$ cat src/rtl/wb_split_pkg.sv
`default_nettype none
// ============================================================================
// Module      : wb_split_pkg
// Description : Shared types and constants for the Wishbone bus splitter.
//               The macro WB_SPLIT_TIMEOUT_EN (used by the splitter) enables
//               the hung-slave timeout and the status slot.
// Revision    : 1.0 - initial release
// ============================================================================
package wb_split_pkg;

    localparam int WB_DATA_W = 32;

    // Decode field value reserved for the status register (field width is sliced by the user)
    localparam logic [31:0] STATUS_SLOT = 32'hFFFF_FFFF;

    localparam int TO_FLAG_BIT  = 0;
    localparam int LAST_IDX_LSB = 8;
    localparam int TMO_LSB      = 16;

    typedef enum logic [2:0] {
        ST_IDLE   = 3'd0,
        ST_ACTIVE = 3'd1,
        ST_UNMAP  = 3'd2,
        ST_STAT   = 3'd3,
        ST_TOUT   = 3'd4
    } wb_split_state_t;

endpackage
`default_nettype wire

$ cat src/rtl/wb_split_timeout.sv
`default_nettype none
// ============================================================================
// Module      : wb_split_timeout
// Description : Cycle counter for the splitter's hung-slave abort; expire is
//               raised in the enabled cycle where the count hits TIMEOUT_CYCLES-1.
//               Instantiated only when WB_SPLIT_TIMEOUT_EN is defined.
// Revision    : 1.0 - initial release
// ============================================================================
module wb_split_timeout #(
    parameter int TIMEOUT_CYCLES = 255
) (
    input  logic wb_clk_i,
    input  logic wb_rst_i,
    input  logic clr,
    input  logic en,
    output logic expire
);

    localparam int            CW     = $clog2(TIMEOUT_CYCLES + 1);
    localparam logic [CW-1:0] C_LAST = CW'(TIMEOUT_CYCLES - 1);

    logic [CW-1:0] r_count;

    always_ff @(posedge wb_clk_i) begin
        if (wb_rst_i || clr) begin
            r_count <= '0;
        end else if (en) begin
            r_count <= r_count + 1'b1;
        end
    end

    assign expire = en && (r_count == C_LAST);

endmodule
`default_nettype wire

$ cat src/rtl/wb_bus_splitter.sv
`default_nettype none
// ============================================================================
// Module      : wb_bus_splitter
// Description : Wishbone classic fan-out of one slave port to NUM_SLAVES
//               peripherals by address-field decode. Optional feature macro
//               WB_SPLIT_TIMEOUT_EN adds hung-slave abort, status slot and irq.
// Revision    : 1.0 - initial release
// ============================================================================
module wb_bus_splitter
    import wb_split_pkg::*;
#(
    parameter int          NUM_SLAVES     = 4,
    parameter int          ADDR_SEL_LSB   = 16,
    parameter int          ADDR_SEL_W     = 4,
    parameter int          SLOT_STRIDE    = 2,
    parameter int          TIMEOUT_CYCLES = 255,
    parameter logic [31:0] DEFAULT_DATA   = 32'hDEADBEEF
) (
    input  logic                            wb_clk_i,
    input  logic                            wb_rst_i,
    input  logic                            wbs_stb_i,
    input  logic                            wbs_cyc_i,
    input  logic                            wbs_we_i,
    input  logic [3:0]                      wbs_sel_i,
    input  logic [WB_DATA_W-1:0]            wbs_dat_i,
    input  logic [31:0]                     wbs_adr_i,
    output logic                            wbs_ack_o,
    output logic [WB_DATA_W-1:0]            wbs_dat_o,
    output logic [NUM_SLAVES-1:0]           s_stb_o,
    output logic [NUM_SLAVES-1:0]           s_cyc_o,
    input  logic [NUM_SLAVES-1:0]           s_ack_i,
    input  logic [WB_DATA_W*NUM_SLAVES-1:0] s_dat_i,
    output logic [31:0]                     s_adr_o,
    output logic [WB_DATA_W-1:0]            s_dat_o,
    output logic                            s_we_o,
    output logic [3:0]                      s_sel_o,
    output logic                            irq_o
);

    localparam int IDX_W = 3;

    if (NUM_SLAVES < 1 || NUM_SLAVES > 7 ||
        (NUM_SLAVES - 1) * SLOT_STRIDE >= (1 << ADDR_SEL_W) - 1 ||
        TIMEOUT_CYCLES < 1 || TIMEOUT_CYCLES > 65535) begin : g_bad_cfg
        $error("wb_bus_splitter: illegal parameter combination");
    end

    wb_split_state_t        r_state;
    logic [IDX_W-1:0]       r_idx;
    logic [ADDR_SEL_W-1:0]  w_field;
    logic                   w_req;
    logic                   w_hit;
    logic [IDX_W-1:0]       w_hit_idx;
    logic                   w_status_hit;
    logic                   w_sel_ack;
    logic [WB_DATA_W-1:0]   w_sel_dat;
    logic                   w_expire;

    assign w_field = wbs_adr_i[ADDR_SEL_LSB +: ADDR_SEL_W];
    assign w_req   = wbs_stb_i & wbs_cyc_i;

    assign s_adr_o = wbs_adr_i;
    assign s_dat_o = wbs_dat_i;
    assign s_we_o  = wbs_we_i;
    assign s_sel_o = wbs_sel_i;

    always_comb begin
        w_hit     = 1'b0;
        w_hit_idx = '0;
        w_sel_ack = 1'b0;
        w_sel_dat = '0;
        for (int k = 0; k < NUM_SLAVES; k++) begin
            if (w_field == ADDR_SEL_W'(k * SLOT_STRIDE)) begin
                w_hit     = 1'b1;
                w_hit_idx = IDX_W'(k);
            end
            if (r_idx == IDX_W'(k)) begin
                w_sel_ack = s_ack_i[k];
                w_sel_dat = s_dat_i[k*WB_DATA_W +: WB_DATA_W];
            end
        end
    end

`ifdef WB_SPLIT_TIMEOUT_EN
    logic                 r_to_flag;
    logic [IDX_W-1:0]     r_last_idx;
    logic [WB_DATA_W-1:0] w_status;

    assign w_status_hit = (w_field == STATUS_SLOT[ADDR_SEL_W-1:0]);

    // Counter is held clear everywhere but ACTIVE, so each transaction starts from zero
    wb_split_timeout #(
        .TIMEOUT_CYCLES (TIMEOUT_CYCLES)
    ) u_timeout (
        .wb_clk_i (wb_clk_i),
        .wb_rst_i (wb_rst_i),
        .clr      (r_state != ST_ACTIVE),
        .en       (r_state == ST_ACTIVE),
        .expire   (w_expire)
    );

    always_ff @(posedge wb_clk_i) begin
        if (wb_rst_i) begin
            r_to_flag  <= 1'b0;
            r_last_idx <= '0;
        end else if (r_state == ST_TOUT) begin
            r_to_flag  <= 1'b1;
            r_last_idx <= r_idx;
        end else if (r_state == ST_STAT && wbs_we_i && wbs_sel_i[0] && wbs_dat_i[0]) begin
            r_to_flag  <= 1'b0;
        end
    end

    always_comb begin
        w_status                       = '0;
        w_status[TMO_LSB +: 16]        = 16'(TIMEOUT_CYCLES);
        w_status[LAST_IDX_LSB +: IDX_W] = r_last_idx;
        w_status[TO_FLAG_BIT]          = r_to_flag;
    end

    assign irq_o = r_to_flag;
`else
    assign w_status_hit = 1'b0;
    assign w_expire     = 1'b0;
    assign irq_o        = 1'b0;
`endif

    always_ff @(posedge wb_clk_i) begin
        if (wb_rst_i) begin
            r_state <= ST_IDLE;
            r_idx   <= '0;
        end else begin
            case (r_state)
                ST_IDLE: begin
                    if (w_req) begin
                        if (w_hit) begin
                            r_idx   <= w_hit_idx;
                            r_state <= ST_ACTIVE;
                        end else if (w_status_hit) begin
                            r_state <= ST_STAT;
                        end else begin
                            r_state <= ST_UNMAP;
                        end
                    end
                end
                // Slave ack has priority over a same-cycle expiry
                ST_ACTIVE: begin
                    if (w_sel_ack || !wbs_cyc_i) begin
                        r_state <= ST_IDLE;
                    end else if (w_expire) begin
                        r_state <= ST_TOUT;
                    end
                end
                default: r_state <= ST_IDLE;
            endcase
        end
    end

    always_comb begin
        wbs_ack_o = 1'b0;
        wbs_dat_o = DEFAULT_DATA;
        s_stb_o   = '0;
        s_cyc_o   = '0;
        case (r_state)
            ST_ACTIVE: begin
                for (int k = 0; k < NUM_SLAVES; k++) begin
                    if (r_idx == IDX_W'(k)) begin
                        s_stb_o[k] = wbs_stb_i;
                        s_cyc_o[k] = wbs_cyc_i;
                    end
                end
                wbs_ack_o = w_sel_ack;
                wbs_dat_o = w_sel_dat;
            end
            ST_UNMAP, ST_TOUT: wbs_ack_o = 1'b1;
            ST_STAT: begin
                wbs_ack_o = 1'b1;
`ifdef WB_SPLIT_TIMEOUT_EN
                wbs_dat_o = w_status;
`endif
            end
            default: ;
        endcase
    end

endmodule
`default_nettype wire

$ cat config.mk
export PLATFORM = sky130hd
export DESIGN_NAME = wb_bus_splitter
export DESIGN_NICKNAME = d
export VERILOG_FILES = /design/src/rtl/wb_split_pkg.sv /design/src/rtl/wb_split_timeout.sv /design/src/rtl/wb_bus_splitter.sv
export SDC_FILE = /design/constraint.sdc
export NUM_CORES = 1
export LEC_CHECK = 0
export BUFFER_PORTS_ARGS = -buffer_cell sky130_fd_sc_hd__buf_4
export CAP_MARGIN = 20
export CORE_AREA = 2 2 122 124
export DETAILED_ROUTE_END_ITERATION = 8
export DIE_AREA = 0 0 124 126
export GPL_ROUTABILITY_DRIVEN = 1
export HOLD_SLACK_MARGIN = 0.05
export PLACE_DENSITY = 0.51
export SLEW_MARGIN = 40
export SYNTH_ARGS = -nofsm -noshare
export SYNTH_HDL_FRONTEND = slang
export SYNTH_HIERARCHICAL = 1
export SYNTH_SLANG_ARGS = --single-unit
$ cat constraint.sdc
create_clock -name wb_clk_i -period 1.6 [get_ports wb_clk_i]
set_clock_uncertainty 0.05 [all_clocks]
set_input_delay 0.24 -clock wb_clk_i [delete_from_list [all_inputs] [get_ports wb_clk_i]]
set_output_delay 0.24 -clock wb_clk_i [all_outputs]
set_load 0.02 [all_outputs]
Word level (Yosys, flattened, before mapping)
Cells that the tools add are included.
{"block": "word_totals", "ff_bits": 6, "input_bits": 205, "output_inout_bits": 111, "wordCells": 54}
{"block": "classes", "n_eq_ne": 12, "muxes": 31, "n_bitwise": 1, "n_reduce_logical": 8}
{"operator": "2-to-1 mux 32 bit", "n": 5}
{"operator": "2-to-1 mux 1 bit", "n": 17}
{"operator": "equality test 3 x 2 -> 1 bit (second input constant)", "n": 4}
{"operator": "2-to-1 mux 3 bit", "n": 4}
{"operator": "equality test 4 x 3 -> 1 bit (second input constant)", "n": 2}
{"operator": "2-to-1 mux 4 bit", "n": 2}
{"operator": "equality test 3 x 1 -> 1 bit (second input constant)", "n": 2}
{"operator": "zero test 3 bit", "n": 2}
{"operator": "case mux 3 bit (2 select lines)", "n": 1}
{"operator": "equality test 4 x 2 -> 1 bit (second input constant)", "n": 1}
{"operator": "zero test 4 bit", "n": 1}
{"operator": "inequality test 2 bit (second input constant)", "n": 2}
{"operator": "equality test 3 bit (second input constant)", "n": 1}
{"operator": "AND reduction 3 bit", "n": 1}
{"operator": "OR reduction 3 bit", "n": 1}
{"operator": "2-to-1 mux 2 bit", "n": 1}
{"operator": "case mux 1 bit (2 select lines)", "n": 1}
{"operator": "AND reduction 2 bit", "n": 1}
{"operator": "AND 1 bit", "n": 1}
{"operator": "zero test 1 bit", "n": 1}
{"operator": "logical OR 1 bit", "n": 1}

Longest topological paths before layout
Gate-level depths: netlist of the first run.
{"block": "depth", "ltp_word": 8, "depth_mapped": 4}

Worst setup path after synthesis of the first run
Ideal clock, no wire load.
{"block": "synth_path", "path_type": "register -> output", "startpoint": "reg r_idx[0]", "endpoint": "out wbs_dat_o[10]", "arrival_time_ns": 1.380, "required_time_ns": 1.310, "path_slack_ns": -0.070, "stages_incl_launch_ff": 4, "path_cell_list": "dfxtp_1 buf_2 mux4_2 nand2b_1"}
{"block": "synth_between", "elab_chain_cells": 6}
{"element": "start: declaration", "line": "wb_bus_splitter.sv:49", "rtl": "logic [IDX_W-1:0] r_idx;"}
{"element": "start signal: assignment", "line": "wb_bus_splitter.sv:137", "rtl": "r_idx <= w_hit_idx;"}
{"element": "zero test 3 bit", "line": "wb_bus_splitter.sv:77", "rtl": "if (r_idx == IDX_W'(k)) begin"}
{"element": "2-to-1 mux 32 bit (3 in series)", "line": "wb_bus_splitter.sv:77"}
{"element": "2-to-1 mux 32 bit *", "line": "wb_bus_splitter.sv:77"}
{"element": "2-to-1 mux 32 bit *", "line": "wb_bus_splitter.sv:164", "rtl": "case (r_state)"}
{"element": "end: declaration", "line": "wb_bus_splitter.sv:28", "rtl": "output logic [WB_DATA_W-1:0] wbs_dat_o,"}
Every way passes the cells marked *; elsewhere a longest branch is shown, timed or not.

Final worst setup path of the first run
{"block": "layout_path", "startpoint": "reg r_idx[0]", "endpoint": "out wbs_dat_o[23]"}
Same word-level chain as after synthesis.

==> metrics.cfg, run 1 <==
[run_status]
status = finished, violations left
violations = setup timing

[floorplanning]
die-area_um2 = 15620
num_io_pins = 316
chipWidth_um = 124
die_height_um = 126
start_util_pct = 12.34
rows = 44
core-area_um2 = 14310

[yosys]
synth_top_family_by_area = multiplexers
synth-xor-area-share_pct = 0
synth_area_um2 = 1767
synth_top_area_share_pct = 42.07
synth_compound_area_share_pct = 2.337
yosysUniqueCellTypes = 22
synth-seq-area-share_pct = 4.533
yosys.area_share.simple_pct = 17.63
syn_inst = 178
synthMuxAreaShare_pct = 42.07
synth_area_leaders = mux4_2, buf_4, nand2b_1
ys_seq_elements = 4
synth_fa_ha_area_share_pct = 0
syn_nets = 383
yosysWarnings = 6
syn_avg_cell_area_um2 = 9.925
synth_top_area_cell = mux4_2

[worst_setup_path]
timing.rr.start = r_idx[0]
critPathSlowestCell = mux4_2
worst_ep_required_time_ns = 1.31
end_kind = output pin
cp.depth = 4
crit_chain = buf_12, mux4_2, nand2b_4, buf_6
cp.arrival_ns = 1.62
critPathTopFamily = multiplexers
reg2regPathDepth = 4
path_buf_inv = 2
crit_path_max_incr_delay_ns = 0.51
crit_start = r_idx[0]
crit_path_start_kind = flop
crit_fanout = 8
critPathKind = reg2out

[placed_design]
gp_congestion = 0.7653
place_inst = 473
hpwl_um = 6539
port-buffer-count = 184

[final_layout]
n_antenna_cell = 0
area_growth_pct = 92.28
final_net_count = 504
drive_gt1_share_pct = 90.91
fin_cells = 481

[worst_hold_path]
hold_path_class = in2reg
worstHoldStart = wb_rst_i
whs_path_depth = 2

[cts]
clk_latency_ns = 0.22
ctsRootBufferMaster = clkbuf_16
cts_made_buffers = 3
cts.clk_slew.worst_paths_ns = 0.03
clockBufferDepth = 2
cts_tree = done
ctsHoldBuffers = 0
htree_levels = 1
cts.sinks = 4

[global_route]
grt_pass1_vias = 2034
use_met2_pct = 16.48
grtUsageMet3_pct = 3.351
grt.busiest_layer = met2
overflow = 0
grt_usage_pct = 9.021
grt_pass1_wl_um = 10780
grt_start_max_net_pins = 26
grt_util_met1_pct = 9.579
antenna_found_initial = 0

[routing]
drt_iter0_drc = 30
antenna_left = 0
dr.pass1.iters = 4
viasPerCell = 3.790
vias = 1823
wl_per_cell_um = 16.16
drt_wl_total_um = 7772
drc = 0

[timing]
timing.fmax_ghz = 0.5225
finalSetupViolCount = 33
max_slew_margin_pct = 66.83
postLayoutSetupSlackWorst_ns = -0.3140
maxSlewViolCount = 0
fin_crit_sh_pct = 119.6
hold_violations = 0
grt_setup_unrepaired = true
period_needed_ns = 1.914
worst_pin_slew_ns = 0.4908

[pwr]
p_leak_nw = 1.467
peakVddDrop_mv = 0.2414
finalPower_mw = 1.018
p_per_area_nw_per_um2 = 299.7

[job]
cap_violations = 0

per-layer routing:
layer	vias to the layer above	share of wire, %
met2	111	52
met1	879	34
met5	-	0
met4	0	1.9
met3	24	12
li1	809	-
where the power goes:
group | switching (mW) | leakage, nW | internal [mW] | total, mW
registers | 0.00462 | 0.0337 | 0.102 | 0.106
logic | 0.144 | 1.40 | 0.380 | 0.524
clock network | 0.0685 | 0.0370 | 0.319 | 0.388
synth_stat cells (all sizes together):
| cell type | count |
|---|---|
| nand3 | 2 |
| nor4bb | 1 |
| nand2b | 26 |
| conb | 1 |
| nand2 | 2 |
| nand3b | 1 |
| buf | 78 |
| mux4 | 33 |
| a21oi | 2 |
| o31ai | 2 |
| clkbuf | 3 |
| nor2 | 8 |
| and2 | 8 |
| dfxtp | 4 |
| a21o | 1 |
| a2bb2oi | 1 |
| and2b | 1 |
| nand4bb | 1 |
| nor3 | 3 |
state kept, by name, summed over array words and instances (netlist names):
register,cells
r_state,2
r_idx,2
stage by stage:
step	setup TNS [ns]	area, um2	worst slack, ns	hold WS [ns]	utilization [%]
finish	-9.540	3397	-0.3140	0.1460	23.73
global route	-11.43	3397	-0.3800	0.1510	23.73
CTS	-12.19	3398	-0.3809	0.1465	23.74
detailed placement	-3.587	2912	-0.1640	0.3779	20.34
global placement	-2.796	2912	-0.1272	0.3754	20.34
floorplan	-0.9360	1779	-0.04601	0.2517	-
worst paths after layout:
check | endpoint | slack [ns]
worst min register to register | r_idx[1] | 0.62
worst max-delay path | wbs_dat_o[23] | -0.31
worst min-delay path | r_idx[1] | 0.15
worst max register to register | r_state[0] | 0.18
kinds of logic after synthesis:
group,after synthesis
AO/OA/AOI/OAI,6
buffers and inverters,81
multiplexers,33
other,1
AND/OR/NAND/NOR,53
flip-flops,4
cell type report:
class                      instances  area (um2)
clock buffer                       3       75.07
fill                            1560       10920
multi-input combinational         93        1303
sequential                         4       85.08
tap                              184       230.2
timing repair buffer             197        1704
layout by cell type, fill, tap and decap left out, types with 3 or more instances in the layout:
cell type and instances:
nor2_1 5, and2_4 8, buf_4 153, buf_12 6
mux4_2 33, buf_6 36, clkbuf_16 3, nand2b_1 6
nand2b_4 20
what timing repair did:
action                                  4_1_cts  5_1_grt
cloned                                        2        0
gates resized for setup                      65       14
pin swaps                                     4        2
endpoints found under the setup margin       33       41
buffers inserted                              4        2
endpoints found under the hold margin         0        0
(Power assumes the default switching activity.)
==> run 2: changes to the inputs <==
Settings changed: SETUP_SLACK_MARGIN set to 0.02.
==> metrics.cfg, run 2 (synthesized netlist as in run 1, its figures left out) <==
[global_route]
grt_pass1_vias = 2048
grt_pass1_wl_um = 10740
grt_usage_pct = 8.993
antenna_found_initial = 0
overflow = 0
grt_start_max_net_pins = 26

[timing]
postLayoutSetupSlackWorst_ns = -0.3149
fin_crit_sh_pct = 119.7
timing.fmax_ghz = 0.5222
worst_pin_slew_ns = 0.4909
finalSetupViolCount = 33
hold_violations = 0
grt_setup_unrepaired = true
maxSlewViolCount = 0
hold_ws_ns = 0.1460
period_needed_ns = 1.915
max_slew_margin_pct = 66.82
finalSetupTns_ns = -9.544

[routing]
dr.pass1.iters = 4
viasPerCell = 3.790
drt_wl_total_um = 7766
top_layer_used = met4
vias = 1823
wl_met2_um = 4093
drt_iter0_drc = 29
wl_met1_um = 2582
routed-wl-met3_um = 944
drc = 0
antenna_left = 0
wl_per_cell_um = 16.15

[cts]
ctsRootBufferMaster = clkbuf_16
cts_tree = done
htree_levels = 1
cts_made_buffers = 3
clockBufferDepth = 2
cts.clk_slew.worst_paths_ns = 0.03
cts.sinks = 4
clk_latency_ns = 0.22

[worst_setup_path]
worst_ep_required_time_ns = 1.31
r2r_setup_slack_ns = 0.18
end_kind = output pin
crit_end = wbs_dat_o[23]
timing.rr.start = r_idx[0]
critPathKind = reg2out
crit_path_start_kind = flop
timing.rr.end = r_state[0]
crit_chain = buf_12, mux4_2, nand2b_4, buf_6
reg2regPathDepth = 4
critPathSlowestCell = mux4_2
cp.arrival_ns = 1.62
crit_start = r_idx[0]
crit_path_max_incr_delay_ns = 0.51
crit_fanout = 8

[run_status]
violations = setup timing
status = finished, violations left

[job]
cap_violations = 0

[placed_design]
dpl_cell_area_um2 = 2912
port-buffer-count = 184
place_inst = 473
pre_cts_slack_ns = -0.1640
gp_congestion = 0.7653
hpwl_um = 6539

[floorplanning]
die-area_um2 = 15620
rows = 44
die_height_um = 126
core-area_um2 = 14310
start_util_pct = 12.34
chipWidth_um = 124
num_io_pins = 316

[final_layout]
stdcell_area_um2 = 3431
num-fill-cells = 1552
mostFrequentLayoutCells = buf_4, buf_6, mux4_2, nand2b_4, and2_4
final_net_count = 504
fin_cells = 481
reg.largest.list = r_idx x2, r_state x2
final_common_cell = buf_4
final_util_pct = 23.97
area_growth_pct = 94.19
n_antenna_cell = 0
drive_gt1_share_pct = 91.92

[worst_hold_path]
hold_path_class = in2reg

[pwr]
peakVddDrop_mv = 0.2414
finalPower_mw = 1.020
p_leak_nw = 1.481
p_per_area_nw_per_um2 = 297.2

[run 2: power breakdown]
part | internal [mW] | total, mW | switching (mW)
Clock | 0.319 | 0.388 | 0.0685
Sequential | 0.102 | 0.106 | 0.00452
Combinational | 0.380 | 0.526 | 0.145
[run 2: how the worst min path moves through the flow]
| stage | slack [ns] | from | endpoint | cells past startpoint |
|---|---|---|---|---|
| floorplan | 0.25 | wb_rst_i | r_idx[0] | 1 |
| global placement | 0.38 | wb_rst_i | r_idx[1] | 2 |
| detailed placement | 0.38 | wb_rst_i | r_idx[1] | 2 |
| CTS | 0.15 | wb_rst_i | r_idx[1] | 2 |
| global route | 0.15 | wb_rst_i | r_idx[1] | 2 |
| finish | 0.15 | wb_rst_i | r_idx[1] | 2 |
[run 2: metal layers]
layer,GRT usage (%),vias up
met4,2.512,0
met5,0,-
met3,3.351,24
met2,16.48,111
li1,-,808
met1,9.496,880
[run 2: final cells by class]
cell class | instances | area, um2 | share of cell area [%]
multi-input combinational | 93 | 1325 | 38.62
timing repair buffer | 197 | 1715 | 50.00
sequential | 4 | 85.08 | 2.480
clock buffer | 3 | 75.07 | 2.188
tap | 184 | 230.2 | 6.710
[run 2: worst max-delay path, delay by kind of cell (launching register included)]
kind / cells / cell delay (ns)
buffers and inverters: 2 / 0.30
flip-flops: 1 / 0.43
multiplexers: 1 / 0.51
AND/OR/NAND/NOR: 1 / 0.16
[run 2: timing repair]
action                     4_1_cts  5_1_grt
resized for setup               62       24
buffers inserted                 4        2
setup endpoints to repair       34       41
hold buffers                     0        0
gates cloned                     2        0
pin swaps                        2        2
==> run 3: changes to the inputs <==
Settings changed: PLACE_DENSITY 0.51 to 0.5, RECOVER_POWER set to 50.
Clock period 1.6 ns to 2.2 ns, I/O delays scaled along.
==> metrics.cfg, run 3 (synthesized netlist as in run 1, its figures left out) <==
[global_route]
overflow = 0
antenna_found_initial = 0
grt_pass1_vias = 1921
grt_pass1_wl_um = 9618
grt_usage_pct = 7.973
grt_start_max_net_pins = 26

[cts]
postCtsSetupRepairBufs = 0
ctsHoldBuffers = 0
cts.sinks = 4
clockBufferDepth = 2
ctsRootBufferMaster = clkbuf_16
htree_levels = 1
ctsResizeCount = 0
cts.clk_slew.worst_paths_ns = 0.03
cts_made_buffers = 3
clk_latency_ns = 0.23
cts_tree = done

[placed_design]
dpl_cell_area_um2 = 2864
hpwl_um = 6044
gp_congestion = 0.7200
port-buffer-count = 184
pre_cts_slack_ns = 0.3512

[timing]
hold_violations = 0
finalSetupViolCount = 0
maxSlewViolCount = 0
fin_crit_sh_pct = 93.39
finalSetupTns_ns = 0
period_needed_ns = 2.055
grt_setup_unrepaired = false
postLayoutSetupSlackWorst_ns = 0.1455
timing.fmax_ghz = 0.4867

[final_layout]
final_common_cell = buf_4
mostFrequentLayoutCells = buf_4, mux4_2, nand2b_1, and2_1, nor2_1
reg.largest.list = r_idx x2, r_state x2
final_util_pct = 20.53
drive_gt1_share_pct = 78.62
area_growth_pct = 66.36
final_net_count = 497
stdcell_area_um2 = 2939
n_antenna_cell = 0

[routing]
dr.pass1.iters = 4
drt_iter0_drc = 29
antenna_left = 0
drt_wl_total_um = 7045
wl_per_cell_um = 14.86
viasPerCell = 3.795
vias = 1799
drc = 0

[job]
cap_violations = 0

[worst_setup_path]
critPathKind = reg2out
end_kind = output pin
crit_fanout = 25
crit_path_start_kind = flop
crit_path_max_incr_delay_ns = 0.52
worst_ep_required_time_ns = 1.82
reg2regPathDepth = 4
critPathSlowestCell = mux4_2
crit_chain = buf_12, mux4_2, and2_1, buf_4
cp.arrival_ns = 1.67

[run_status]
status = complete, no violations

[floorplanning]
core-area_um2 = 14310
die_height_um = 126
chipWidth_um = 124
die-area_um2 = 15620
rows = 44
num_io_pins = 316
start_util_pct = 12.34

[worst_hold_path]
hold_path_class = in2reg
whs_path_depth = 2

[pwr]
p_leak_nw = 1.248
p_per_area_nw_per_um2 = 240.7
finalPower_uw = 707.4
peakVddDrop_mv = 0.1300

-- run 3: cell count changes in the layout (fill, tap and decap cells not counted), moves of 4 or more --
cell,delta
buf_6,-39
buf_4,+38
nand2b_1,+21
nand2b_4,-21
and2_1,+8
and2_4,-8
nor2_1,+5
buf_12,-4
nor2_4,-4
-- run 3: metal layers --
| layer | track usage [%] | vias to the layer above | part of all wire (%) |
|---|---|---|---|
| li1 | - | 798 | - |
| met1 | 7.822 | 856 | 33 |
| met2 | 15.19 | 113 | 53 |
| met3 | 2.264 | 32 | 11 |
| met4 | 3.503 | 0 | 2.9 |
| met5 | 0 | - | 0 |
-- run 3: metrics by stage --
step | instances | hold slack (ns)
global placement | 471 | 0.4694
CTS | 474 | 0.2379
global route | 474 | 0.2413
detailed placement | 471 | 0.4750
floorplan | 178 | 0.3491
finish | 474 | 0.2412
-- run 3: final timing paths --
kind / from / end / slack, ns
worst max-delay path: r_idx[0] / wbs_dat_o[24] / 0.15
worst max register to register: r_idx[0] / r_state[0] / 0.77
worst min register to register: r_state[1] / r_idx[1] / 0.60
worst min-delay path: wb_rst_i / r_state[0] / 0.24
-- run 3: critical path, delay by kind of cell (launching register included) --
family	cells	cell delay, ns
multiplexers	1	0.52
flip-flops	1	0.36
AND/OR/NAND/NOR	1	0.17
buffers and inverters	2	0.37
-- run 3: layout make-up --
cell class | instances | area, um2
Clock buffer | 3 | 75.07
Timing Repair Buffer | 190 | 1451
Sequential cell | 4 | 82.58
Fill cell | 1583 | 11370
Tap cell | 184 | 230.2
Multi-Input combinational cell | 93 | 1100
-- run 3: where the power goes --
part           internal (mW)  switching (mW)  leakage [nW]  total (mW)
combinational          0.246          0.0955          1.18       0.341
sequential            0.0750         0.00187        0.0334      0.0769
clock                  0.233          0.0566        0.0370       0.289
total                  0.553           0.154          1.25       0.707
